==> src/rtl/phase_4.sv <==
// Post-adder/subtractor and output stage: P = Z +/- (X + CIN), with P, CARRYOUT and CYI registers.
// Optional sticky signed-overflow flag compiled in with `define PHASE4_OVF_EN.
module phase_4 #(
  parameter int unsigned CARRYINREG  = 1,
  parameter int unsigned PREG        = 1,
  parameter int unsigned CARRYOUTREG = 1,
  parameter string       CARRYINSEL  = "OPMODE5",
  parameter int unsigned C_WIDTH     = 48
) (
  input  logic               clk,
  input  logic               rstp,
  input  logic               cep,
  input  logic               cecarryin,
  input  logic [C_WIDTH-1:0] mux_x_out,
  input  logic [C_WIDTH-1:0] mux_z_out,
  input  logic               opmode_5,
  input  logic               opmode_7,
  input  logic               carryin,
  output logic [C_WIDTH-1:0] P,
  output logic [C_WIDTH-1:0] PCOUT,
  output logic               CARRYOUT,
  output logic               CARRYOUTF,
  output logic               ovf
);

  logic               cyi_sel;
  logic               cin;
  logic [C_WIDTH:0]   sum;
  logic [C_WIDTH-1:0] p_d;
  logic               co_d;

  // Carry-in source select; unknown selector values force a zero carry.
  generate
    if (CARRYINSEL == "OPMODE5") begin : g_sel_op5
      assign cyi_sel = opmode_5;
    end else if (CARRYINSEL == "CARRYIN") begin : g_sel_cin
      assign cyi_sel = carryin;
    end else begin : g_sel_zero
      assign cyi_sel = 1'b0;
    end
  endgenerate

  generate
    if (CARRYINREG != 0) begin : g_cyi_reg
      logic cyi_q;
      always_ff @(posedge clk) begin
        if (rstp) begin
          cyi_q <= 1'b0;
        end else if (cecarryin) begin
          cyi_q <= cyi_sel;
        end
      end
      assign cin = cyi_q;
    end else begin : g_cyi_wire
      assign cin = cyi_sel;
    end
  endgenerate

  // Zero-extended by one bit so the top bit is carry on add and borrow on subtract.
  always_comb begin
    sum = '0;
    if (opmode_7) begin
      sum = {1'b0, mux_z_out} - ({1'b0, mux_x_out} + {{C_WIDTH{1'b0}}, cin});
    end else begin
      sum = {1'b0, mux_z_out} + {1'b0, mux_x_out} + {{C_WIDTH{1'b0}}, cin};
    end
  end

  assign p_d  = sum[C_WIDTH-1:0];
  assign co_d = sum[C_WIDTH];

  generate
    if (PREG != 0) begin : g_p_reg
      logic [C_WIDTH-1:0] p_q;
      always_ff @(posedge clk) begin
        if (rstp) begin
          p_q <= '0;
        end else if (cep) begin
          p_q <= p_d;
        end
      end
      assign P = p_q;
    end else begin : g_p_wire
      assign P = p_d;
    end
  endgenerate

  generate
    if (CARRYOUTREG != 0) begin : g_co_reg
      logic co_q;
      always_ff @(posedge clk) begin
        if (rstp) begin
          co_q <= 1'b0;
        end else if (cep) begin
          co_q <= co_d;
        end
      end
      assign CARRYOUT = co_q;
    end else begin : g_co_wire
      assign CARRYOUT = co_d;
    end
  endgenerate

  assign PCOUT     = P;
  assign CARRYOUTF = CARRYOUT;

`ifdef PHASE4_OVF_EN
  logic ovf_hit;
  logic ovf_q;

  always_comb begin
    ovf_hit = 1'b0;
    if (opmode_7) begin
      ovf_hit = (mux_x_out[C_WIDTH-1] != mux_z_out[C_WIDTH-1]) &&
                (sum[C_WIDTH-1] != mux_z_out[C_WIDTH-1]);
    end else begin
      ovf_hit = (mux_x_out[C_WIDTH-1] == mux_z_out[C_WIDTH-1]) &&
                (sum[C_WIDTH-1] != mux_z_out[C_WIDTH-1]);
    end
  end

  // Sticky: only rstp clears it.
  always_ff @(posedge clk) begin
    if (rstp) begin
      ovf_q <= 1'b0;
    end else if (cep && ovf_hit) begin
      ovf_q <= 1'b1;
    end
  end

  assign ovf = ovf_q;
`else
  assign ovf = 1'b0;
`endif

endmodule

==> config.mk <==
export PLATFORM = sky130hd
export DESIGN_NAME = phase_4
export DESIGN_NICKNAME = d
export VERILOG_FILES = /design/src/rtl/phase_4.sv
export SDC_FILE = /design/constraint.sdc
export NUM_CORES = 1
export LEC_CHECK = 0
export BUFFER_PORTS_ARGS = -buffer_cell sky130_fd_sc_hd__buf_4
export CORE_UTILIZATION = 50
export CTS_CLUSTER_DIAMETER = 50
export DETAILED_ROUTE_END_ITERATION = 12
export HOLD_SLACK_MARGIN = 0.03
export PLACE_DENSITY = 0.74
export SLEW_MARGIN = 10
export SYNTH_ARGS = -nofsm -noshare
export SYNTH_HDL_FRONTEND = slang
export SYNTH_SLANG_ARGS = --single-unit
==> constraint.sdc <==
create_clock -name clk -period 7.7 [get_ports clk]
set_input_delay 0.385 -clock clk [delete_from_list [all_inputs] [get_ports clk]]
set_output_delay 0.385 -clock clk [all_outputs]
set_load 0.005 [all_outputs]
Word-level counts from Yosys, hierarchy flattened
Index checks and enable logic that the tools add are counted.
{ "word_totals": {"reg_bits": 50, "in_bits": 103, "output_inout_bits": 99, "wordCells": 8} }
{ "op_classes": {"addsub": 4, "n_mux": 1} }
{ "ops": {"columns": ["cell", "n"], "rows": [
  ["48-bit by 1-bit adder with 49-bit output", 1],
  ["48-bit by 48-bit adder with 49-bit output", 1],
  ["49-bit by 1-bit adder with 49-bit output", 1],
  ["49-bit 2-to-1 mux", 1],
  ["48-bit by 49-bit subtractor with 49-bit output", 1]
]} }

Longest topological paths before layout
Gate-level depths: netlist of the first run.
{ "depth": {"ltp_word": 3, "depth_mapped": 16, "ltp_nobuf": 16} }

Worst setup path after synthesis of the first run
Ideal clock, no wire load.
{ "synth_timing": {"path_kind": "input to register", "start": "input mux_x_out[0]", "end": "register g_p_reg.p_q[22] (netlist: P[22])", "setup_time_ns": 0.122, "arrival_ns": 3.832, "required_ns": 7.578, "slack_ns": 3.746, "stages": 16, "path_buffers": 0, "cell_sequence": "inv_1 > fa_1 > inv_1 > ha_1 > or2_2 > fa_1 > nand2b_1 > a2111oi_1 > o211ai_1 > nand2_1 > o21ai_1 > a21bo_2 > a2111oi_0 > a31oi_1 > a31oi_1 > o21ai_0"} }
{ "synth_via": {"elab_chain_cells": 3, "word_cells_on_any_way": 5, "cone_classes": "4 x add/sub; 1 x mux"} }
{ "synth_lines": {"columns": ["item", "line", "source"], "rows": [
  ["start, declared", "14", "input logic [C_WIDTH-1:0] mux_x_out,"],
  ["48-bit by 48-bit adder with 49-bit output / 48-bit by 1-bit adder with 49-bit output (equally long branches)", "65, 63", null],
  ["49-bit by 1-bit adder with 49-bit output / 48-bit by 49-bit subtractor with 49-bit output (equally long branches)", "65, 63", null],
  ["49-bit 2-to-1 mux (*)", "62", "if (opmode_7) begin"],
  ["end signal, assigned", "79", "p_q <= p_d;"],
  ["end, declared", "74", "logic [C_WIDTH-1:0] p_q;"]
]} }
Every way passes the cells marked *; elsewhere a longest branch is shown, timed or not.
A chain may end at the register's enable or synchronous reset.

Worst setup path in the final report of the first run
{ "layout_timing": {"start": "register g_cyi_reg.cyi_q (netlist: cin)", "end": "register g_p_reg.p_q[36] (netlist: P[36])"} }
{ "layout_via": {"elab_chain_cells": 3, "word_cells_on_any_way": 4, "cone_classes": "3 x add/sub; 1 x mux"} }
{ "layout_lines": {"columns": ["item", "line", "source"], "rows": [
  ["start, declared", "45", "logic cyi_q;"],
  ["start signal, assigned", "50", "cyi_q <= cyi_sel;"],
  ["48-bit by 1-bit adder with 49-bit output", "63", "sum = {1'b0, mux_z_out} - ({1'b0, mux_x_out} + {{C_WIDTH{1'b0}}, cin});"],
  ["48-bit by 49-bit subtractor with 49-bit output", "63", null],
  ["49-bit 2-to-1 mux (*)", "62", null]
]} }
Marks and branches as above.

==> results of run 1 <==
sequential cells by signal, indices dropped and copies added (netlist names):
register  count
cin           1
CARRYOUT      1
P            48
cells in the final DEF (no fill, tap or decap), drive strengths merged, types with 10 or more instances in the layout:
cell | netlist | routed
buf | 59 | 200
inv | 151 | 151
ha | 139 | 139
a21oi | 138 | 138
nor2 | 104 | 104
nand2 | 79 | 79
o21ai | 77 | 77
xnor2 | 56 | 56
dfxtp | 50 | 50
o211ai | 23 | 23
xor2 | 22 | 22
nor3 | 20 | 20
nand3 | 19 | 19
o31ai | 18 | 18
nand4 | 18 | 18
o21bai | 17 | 17
mux2i | 17 | 17
a21o | 16 | 16
nor2b | 16 | 16
a211oi | 15 | 15
or3 | 13 | 13
o21a | 11 | 11
a31oi | 11 | 11
nand2b | 10 | 10
nor4 | 10 | 10
synthesized netlist by cell type, drive strengths merged (17+ instances only):
master  count  area share
a21oi     138       0.078
buf        59       0.047
clkbuf     33       0.014
dfxtp      50        0.11
ha        139        0.20
inv       151       0.064
mux2i      17       0.019
nand2      79       0.033
nand3      19       0.011
nand4      18       0.013
nor2      104       0.044
nor3       20       0.012
o211ai     23       0.019
o21ai      77       0.043
o21bai     17       0.014
o31ai      18       0.015
xnor2      56       0.055
xor2       22       0.022
per-stage QoR:
stage / util / instance area (sq um)
floorplan: - / 8864
global placement: 0.5841 / 10100
detailed placement: 0.5841 / 10100
CTS: 0.5932 / 10260
global route: 0.5932 / 10260
finish: 0.5932 / 10260
worst paths after layout:
| check | start | endpoint | slack (ns) | cells after the start |
|---|---|---|---|---|
| max | cin$_SDFFE_PP0P_ | P[36]$_SDFFE_PP0P_ | 3.33 | 16 |
| max reg2reg | cin$_SDFFE_PP0P_ | P[36]$_SDFFE_PP0P_ | 3.33 | 16 |
| min | opmode_5 | cin$_SDFFE_PP0P_ | 0.30 | 3 |
| min reg2reg | P[40]$_SDFFE_PP0P_ | P[40]$_SDFFE_PP0P_ | 0.49 | 2 |
cell families (layout without fill, tap and decap cells):
| group | count (synthesis) | after routing | synth area share |
|---|---|---|---|
| compound gates | 393 | 393 | 0.2840 |
| simple gates | 319 | 319 | 0.1721 |
| buf+inv | 249 | 365 | 0.1278 |
| fa+ha+maj | 143 | 143 | 0.2053 |
| xor+xnor | 78 | 78 | 0.07707 |
| flops | 50 | 50 | 0.1129 |
| mux | 18 | 18 | 0.02047 |
| other cells | 1 | 1 | 0.0004231 |
report_power, final:
group,switching [uW],internal (uW),leakage [uW]
Clock,121,131,0.0000770
Combinational,506,406,0.00436
Sequential,31.4,291,0.000413
cell type report:
class                      count  share of cell area
sequential                    50             0.09756
clock inverter                 2            0.001707
tap                          225             0.02744
clock buffer                   6             0.01354
multi-input combinational    952              0.6560
timing repair buffer         200              0.1463
inverter                     157             0.05744
layer usage:
| layer | wire length, microns | share of wire |
|---|---|---|
| met2 | 12870 | 0.47 |
| met3 | 1429 | 0.053 |
| met4 | 898 | 0.033 |
| met5 | 0 | 0 |
| met1 | 11920 | 0.44 |
worst max-delay path: stages, from the launching register on:
cell	delay, ns
dfxtp_1	0.38
inv_1	0.07
fa_1	0.53
inv_1	0.06
ha_1	0.18
or2_2	0.30
fa_1	0.37
nand2b_1	0.17
a2111oi_1	0.57
o211ai_1	0.23
nand2_1	0.22
nor3_1	0.08
nor3b_1	0.32
o21ai_0	0.22
a21oi_1	0.16
o21ai_0	0.10
a32o_1	0.30
==> metrics.md, run 1 <==
| Metric | Value |
|---|---|
| Final min period | 4.375 ns |
| Final Hold Vio Count | 0 |
| CTS clk-pin slew, worst paths | 0.09 ns |
| Synth unique cells | 80 |
| Worst EP arrival | 4.57 ns |
| Syn. warnings | 0 |
| Core Footprint | 0.01730 sq mm |
| Share of layout cells above drive strength 1 | 0.1646 |
| Initial DRC count | 628 |
| Net Count, Synth | 1497 |
| Syn Inst Count | 1251 |
| Initial DRT Pass Iterations | 5 |
| Setup TNS | 0 ns |
| Vias in the first global route | 8640 |
| Crit end category | register |
| Fmax | 0.2286 GHz |
| Starting Density | 0.5124 |
| Clock buffer depth | 2 |
| Area of the multi-input gates | 0.006730 sq mm |
| Total track usage | 0.2949 |
| Diodes inserted | 0 |
| Clk_skew | 0.01382 ns |
| Ys flop type | dfxtp_1 |
| P per Cell Area | 144.9 mW/mm^2 |
| Slew Limit Fails | 0 |
| DR vias/cell | 5.818 |
| Top Ports | 202 |
| Maximum capacitance violations | 0 |
| DP Cell Count | 1584 |
| Total power | 1487 uW |
| Layout area overhead | 15.75% |
| CP max FO | 5 |
| Initial antenna violation count | 0 |
| GR Overflow Total | 0 |
| Post-Syn Area per Cell | 7.085 sq um |
| Rows | 48 |
| Post-DRT Antenna Nets | 0 |
| Unrepaired setup endpoints after global routing | no |
| Cell Area, Synth | 0.008864 sq mm |
| Die W | 135.1 microns |
| Worst-margin pin slew | 1.135 ns |
| Die Ht | 135.1 microns |
| Yosys reg bits | 50 |
| CTS tree | yes |
| H-tree depth | 2 |
| Endpoints failing setup | 0 |
| Final Non-Filler Cells | 1592 |
| Busiest grt layer | met2 |
| CTS root buf | clkbuf_16 |
| Worst Hold Class | in2reg |
| Post-synth EDFFs | 0 |
| Die footprint | 0.01826 sq mm |
| Met1 GRT Util | 0.3755 |
| Postcts setup bufs | 0 |
| RePlAce Congestion | 0.8861 |
| Hold WS | 0.2999 ns |
| Critical path class | reg2reg |
| DRC viols | 0 |
| TritonCTS buffer count | 5 |
| Async SR Flop Fraction | 0 |
| First-pass GRT wire length | 42.95 mm |
| Final wirelength | 27.12 mm |
| Req. time, crit path | 7.90 ns |
| Fill count | 1735 |
| Num Clock Sinks | 50 |
| I/O Buffers | 199 |
| Resize count post-CTS | 0 |
| DP Worst Slack | 3.208 ns |
| Largest net degree at the start of global routing | 65 |
| WL per Instance | 17.03 microns |
| M2 GR Usage | 0.5120 |
| Maximum VDD drop | 0.09448 mV |
| Via Count | 9263 |
| Rel. slew slack | 0.2407 |
| Detailed Place HPWL | 21.69 mm |
| Status | finished, final reports clean |
| Nets | 1612 |
| Final Worst Setup Slack | 3.325 ns |
| Pleak | 0.004846 uW |
| # hold bufs at CTS | 0 |
| Clock Latency Late Sink | 0.32 ns |
| Register area | 0.001001 sq mm |
| CP Launch Type | register |
| Sequential element share of the synthesized area | 0.1129 |
| Final Cycle Share | 0.5682 |
| GR Util met3 | 0.03404 |
Power figures use the tool's default switching activity.
==> run 2: changes to the inputs <==
- ABC_AREA: default -> 1
- clock period: 7.7 -> 3.8 ns (I/O delays scaled with it)
==> run 2 against run 1 <==
  * Combinational power grew 150%
  * Clock skew shrank 0.011 ns
  * Flip-flop and latch count is the same
  * Area after synthesis grew 33%
  * Critical endpoint is now P[46]$_SDFFE_PP0P_
  * Highest routed layer unchanged
==> metrics.md, run 2 <==
| Metric | Value |
|---|---|
| Status | finished, final reports clean |
| Final Cycle Share | 0.8590 |
| # hold bufs at CTS | 0 |
| Cell Area, Synth | 0.01176 sq mm |
| Post-synthesis simple-gate area fraction | 0.4174 |
| Met1 GRT Util | 0.5259 |
| Sequential fraction of design power | 0.182 |
| Vias in the first global route | 12770 |
| Worst EP arrival | 3.47 ns |
| Logic gate share of total power | 0.664 |
| Yosys reg bits | 50 |
| Setup TNS | 0 ns |
| Ys flop type | dfxtp_1 |
| Initial antenna violation count | 0 |
| Worst-margin pin slew | 0.9865 ns |
| DR vias/cell | 5.319 |
| Cell family with most CP delay | simple AND/OR/NAND/NOR gates |
| Clk_skew | 0.003299 ns |
| Rows | 55 |
| Cell mode on critical path | nand2_1 |
| Synth area leaders | nand2_1, inv_1, ha_1, dfxtp_1, nor2_1 |
| Worst Hold Class | in2reg |
| Clock Latency Late Sink | 0.30 ns |
| CP max FO | 4 |
| Critical Path Max Stage Delay | 0.51 ns |
| GR Overflow Total | 0 |
| Highest-delay cell along the critical path | fa_1 |
| Initial DRC count | 1477 |
| I/O Buffers | 199 |
| Power Internal | 1686 uW |
| Cell with the most instances after synthesis | nand2_1 |
| Final Non-Filler Cells | 2686 |
| Endpoints failing setup | 0 |
| DRC viols | 0 |
| Postcts setup bufs | 0 |
| Crit path cell chain | inv_1 -> fa_1 -> inv_1 -> ha_1 -> nor2_1 -> inv_1 -> fa_1 -> o21ai_1 -> nand2_1 -> nand2_1 -> nand2_1 -> nand3_1 -> nand2_1 -> nand2_1 -> nand4_1 -> nand3_1 -> nand3_1 -> nand2_1 -> inv_1 |
| Main combinational cell family by area after synthesis | simple AND/OR/NAND/NOR gates |
| Initial DRT Pass Iterations | 9 |
| Post-synth EDFFs | 0 |
| Sequential element share of the synthesized area | 0.08513 |
| Detailed Place HPWL | 39.36 mm |
| Multiplexer share of the synthesized area | 0 |
| Final min period | 3.264 ns |
| First-pass GRT wire length | 69.00 mm |
| Nets | 2618 |
| Fill count | 2471 |
| CP bufs+invs | 4 |
| Commonest non-fill, non-tap cells in the layout | nand2_1, inv_1, nor2_1, buf_4, nand3_1 |
| Syn Inst Count | 2240 |
| Unrepaired setup endpoints after global routing | no |
| Critical path class | reg2reg |
| Hold WS | 0.1197 ns |
| CTS clk-pin slew, worst paths | 0.07 ns |
| Synth unique cells | 42 |
| Clock network fraction of total power | 0.154 |
| Req. time, crit path | 4.00 ns |
| Total power | 3422 uW |
| Post-synthesis adder-cell area fraction | 0.1547 |
| Switching share of power | 0.5073 |
| CP Launch Type | register |
| Syn. warnings | 0 |
| Largest register FFs | 48 |
| Core Footprint | 0.02285 sq mm |
| Post-Syn Area per Cell | 5.249 sq um |
| H-tree depth | 2 |
| CTS root buf | clkbuf_16 |
| Clock buffer depth | 2 |
| Post-DRT Antenna Nets | 0 |
| Num Clock Sinks | 50 |
| Synth Area in XOR/XNOR | 0.01043 |
| Diodes inserted | 0 |
| Psw | 1736 uW |
| Maximum capacitance violations | 0 |
| Starting Density | 0.5146 |
| Compound-cell area share of the yosys netlist | 0.1223 |
| Die W | 155.3 microns |
| Final wirelength | 45.78 mm |
| Post-synth top area share | 0.2094 |
| WL per Instance | 17.04 microns |
| DP Cell Count | 2678 |
| GR Util met3 | 0.03343 |
| Die Ht | 155.3 microns |
| Top Ports | 202 |
| Share of layout cells above drive strength 1 | 0.1117 |
| Crit end category | register |
| P per Cell Area | 256.5 mW/mm^2 |
| Final Hold Vio Count | 0 |
| CTS tree | yes |
| Post-synth top area cell | nand2_1 |
| Slew Limit Fails | 0 |
| Maximum VDD drop | 0.1749 mV |
| RePlAce Congestion | 1.019 |
| Layout area overhead | 13.45% |
| M2 GR Usage | 0.6011 |
| Async SR Flop Fraction | 0 |
| Pleak | 0.008082 uW |
| Most frequent cells after synthesis | nand2_1, inv_1, nor2_1 |
| Largest net degree at the start of global routing | 97 |
| Via Count | 14290 |
| Net Count, Synth | 2486 |
| Most common cell after layout, fill and taps aside | nand2_1 |
| Final Core Density | 0.5838 |
| TritonCTS buffer count | 5 |
| Busiest grt layer | met2 |
| Total track usage | 0.3746 |
| Resize count post-CTS | 0 |
| Rel. slew slack | 0.3424 |
| Die footprint | 0.02413 sq mm |
| Fmax | 0.3064 GHz |
## run 2: kinds of logic after synthesis
group / after synthesis
and+or+nand+nor: 1164
buffers and inverters: 603
AOI/OAI and AO/OA: 265
adders and majority gates: 143
DFF: 50
xor gates and xnor gates: 14
other: 1
## run 2: final timing paths
path	start	end	slack [ns]	cells past startpoint
worst max-delay path	cin$_SDFFE_PP0P_	P[46]$_SDFFE_PP0P_	0.54	19
worst min-delay path	opmode_5	cin$_SDFFE_PP0P_	0.12	3
worst max register to register	cin$_SDFFE_PP0P_	P[46]$_SDFFE_PP0P_	0.54	19
worst min register to register	CARRYOUT$_SDFFE_PP0P_	CARRYOUT$_SDFFE_PP0P_	0.49	2
## run 2: power by group through the flow
stage	clock network (uW)	registers [uW]	logic [uW]
floorplan	0	628	1480
global placement	0	631	2160
detailed placement	0	634	2190
CTS	537	622	2210
global route	550	628	2510
finish	526	622	2270
## run 2: layer usage
metal  wire length, microns  vias up
met5                      0        -
met4                   1420        0
met3                   4535       76
met2                  19660      756
met1                  20170     6396
li1                       -     7059
## run 2: worst reg2reg max path, stage by stage (launching register included)
cell	delay (ns)
dfxtp_1	0.34
inv_1	0.07
fa_1	0.51
inv_1	0.06
ha_1	0.17
nor2_1	0.19
inv_1	0.09
fa_1	0.41
o21ai_1	0.15
nand2_1	0.11
nand2_1	0.09
nand2_1	0.13
nand3_1	0.12
nand2_1	0.18
nand2_1	0.17
nand4_1	0.09
nand3_1	0.09
nand3_1	0.08
nand2_1	0.09
inv_1	0.03
## run 2: cell type report
type / instances / area (sq um) / share of cell area
flip-flops and latches: 50 / 1001 / 0.07504
multi-input cells: 1587 / 8290 / 0.6215
clock inverters: 3 / 43.79 / 0.003283
clock buffers: 5 / 125.1 / 0.009380
inverters: 527 / 1978 / 0.1483
well taps: 313 / 391.6 / 0.02936
repair buffers: 201 / 1509 / 0.1131
## run 2: per-stage QoR
stage               cell area [sq um]  setup WS, ns
finish                          13340        0.5360
global route                    13340        0.2703
CTS                             13340        0.5935
detailed placement              13170        0.6044
global placement                13170        0.6962
floorplan                       11760         1.054
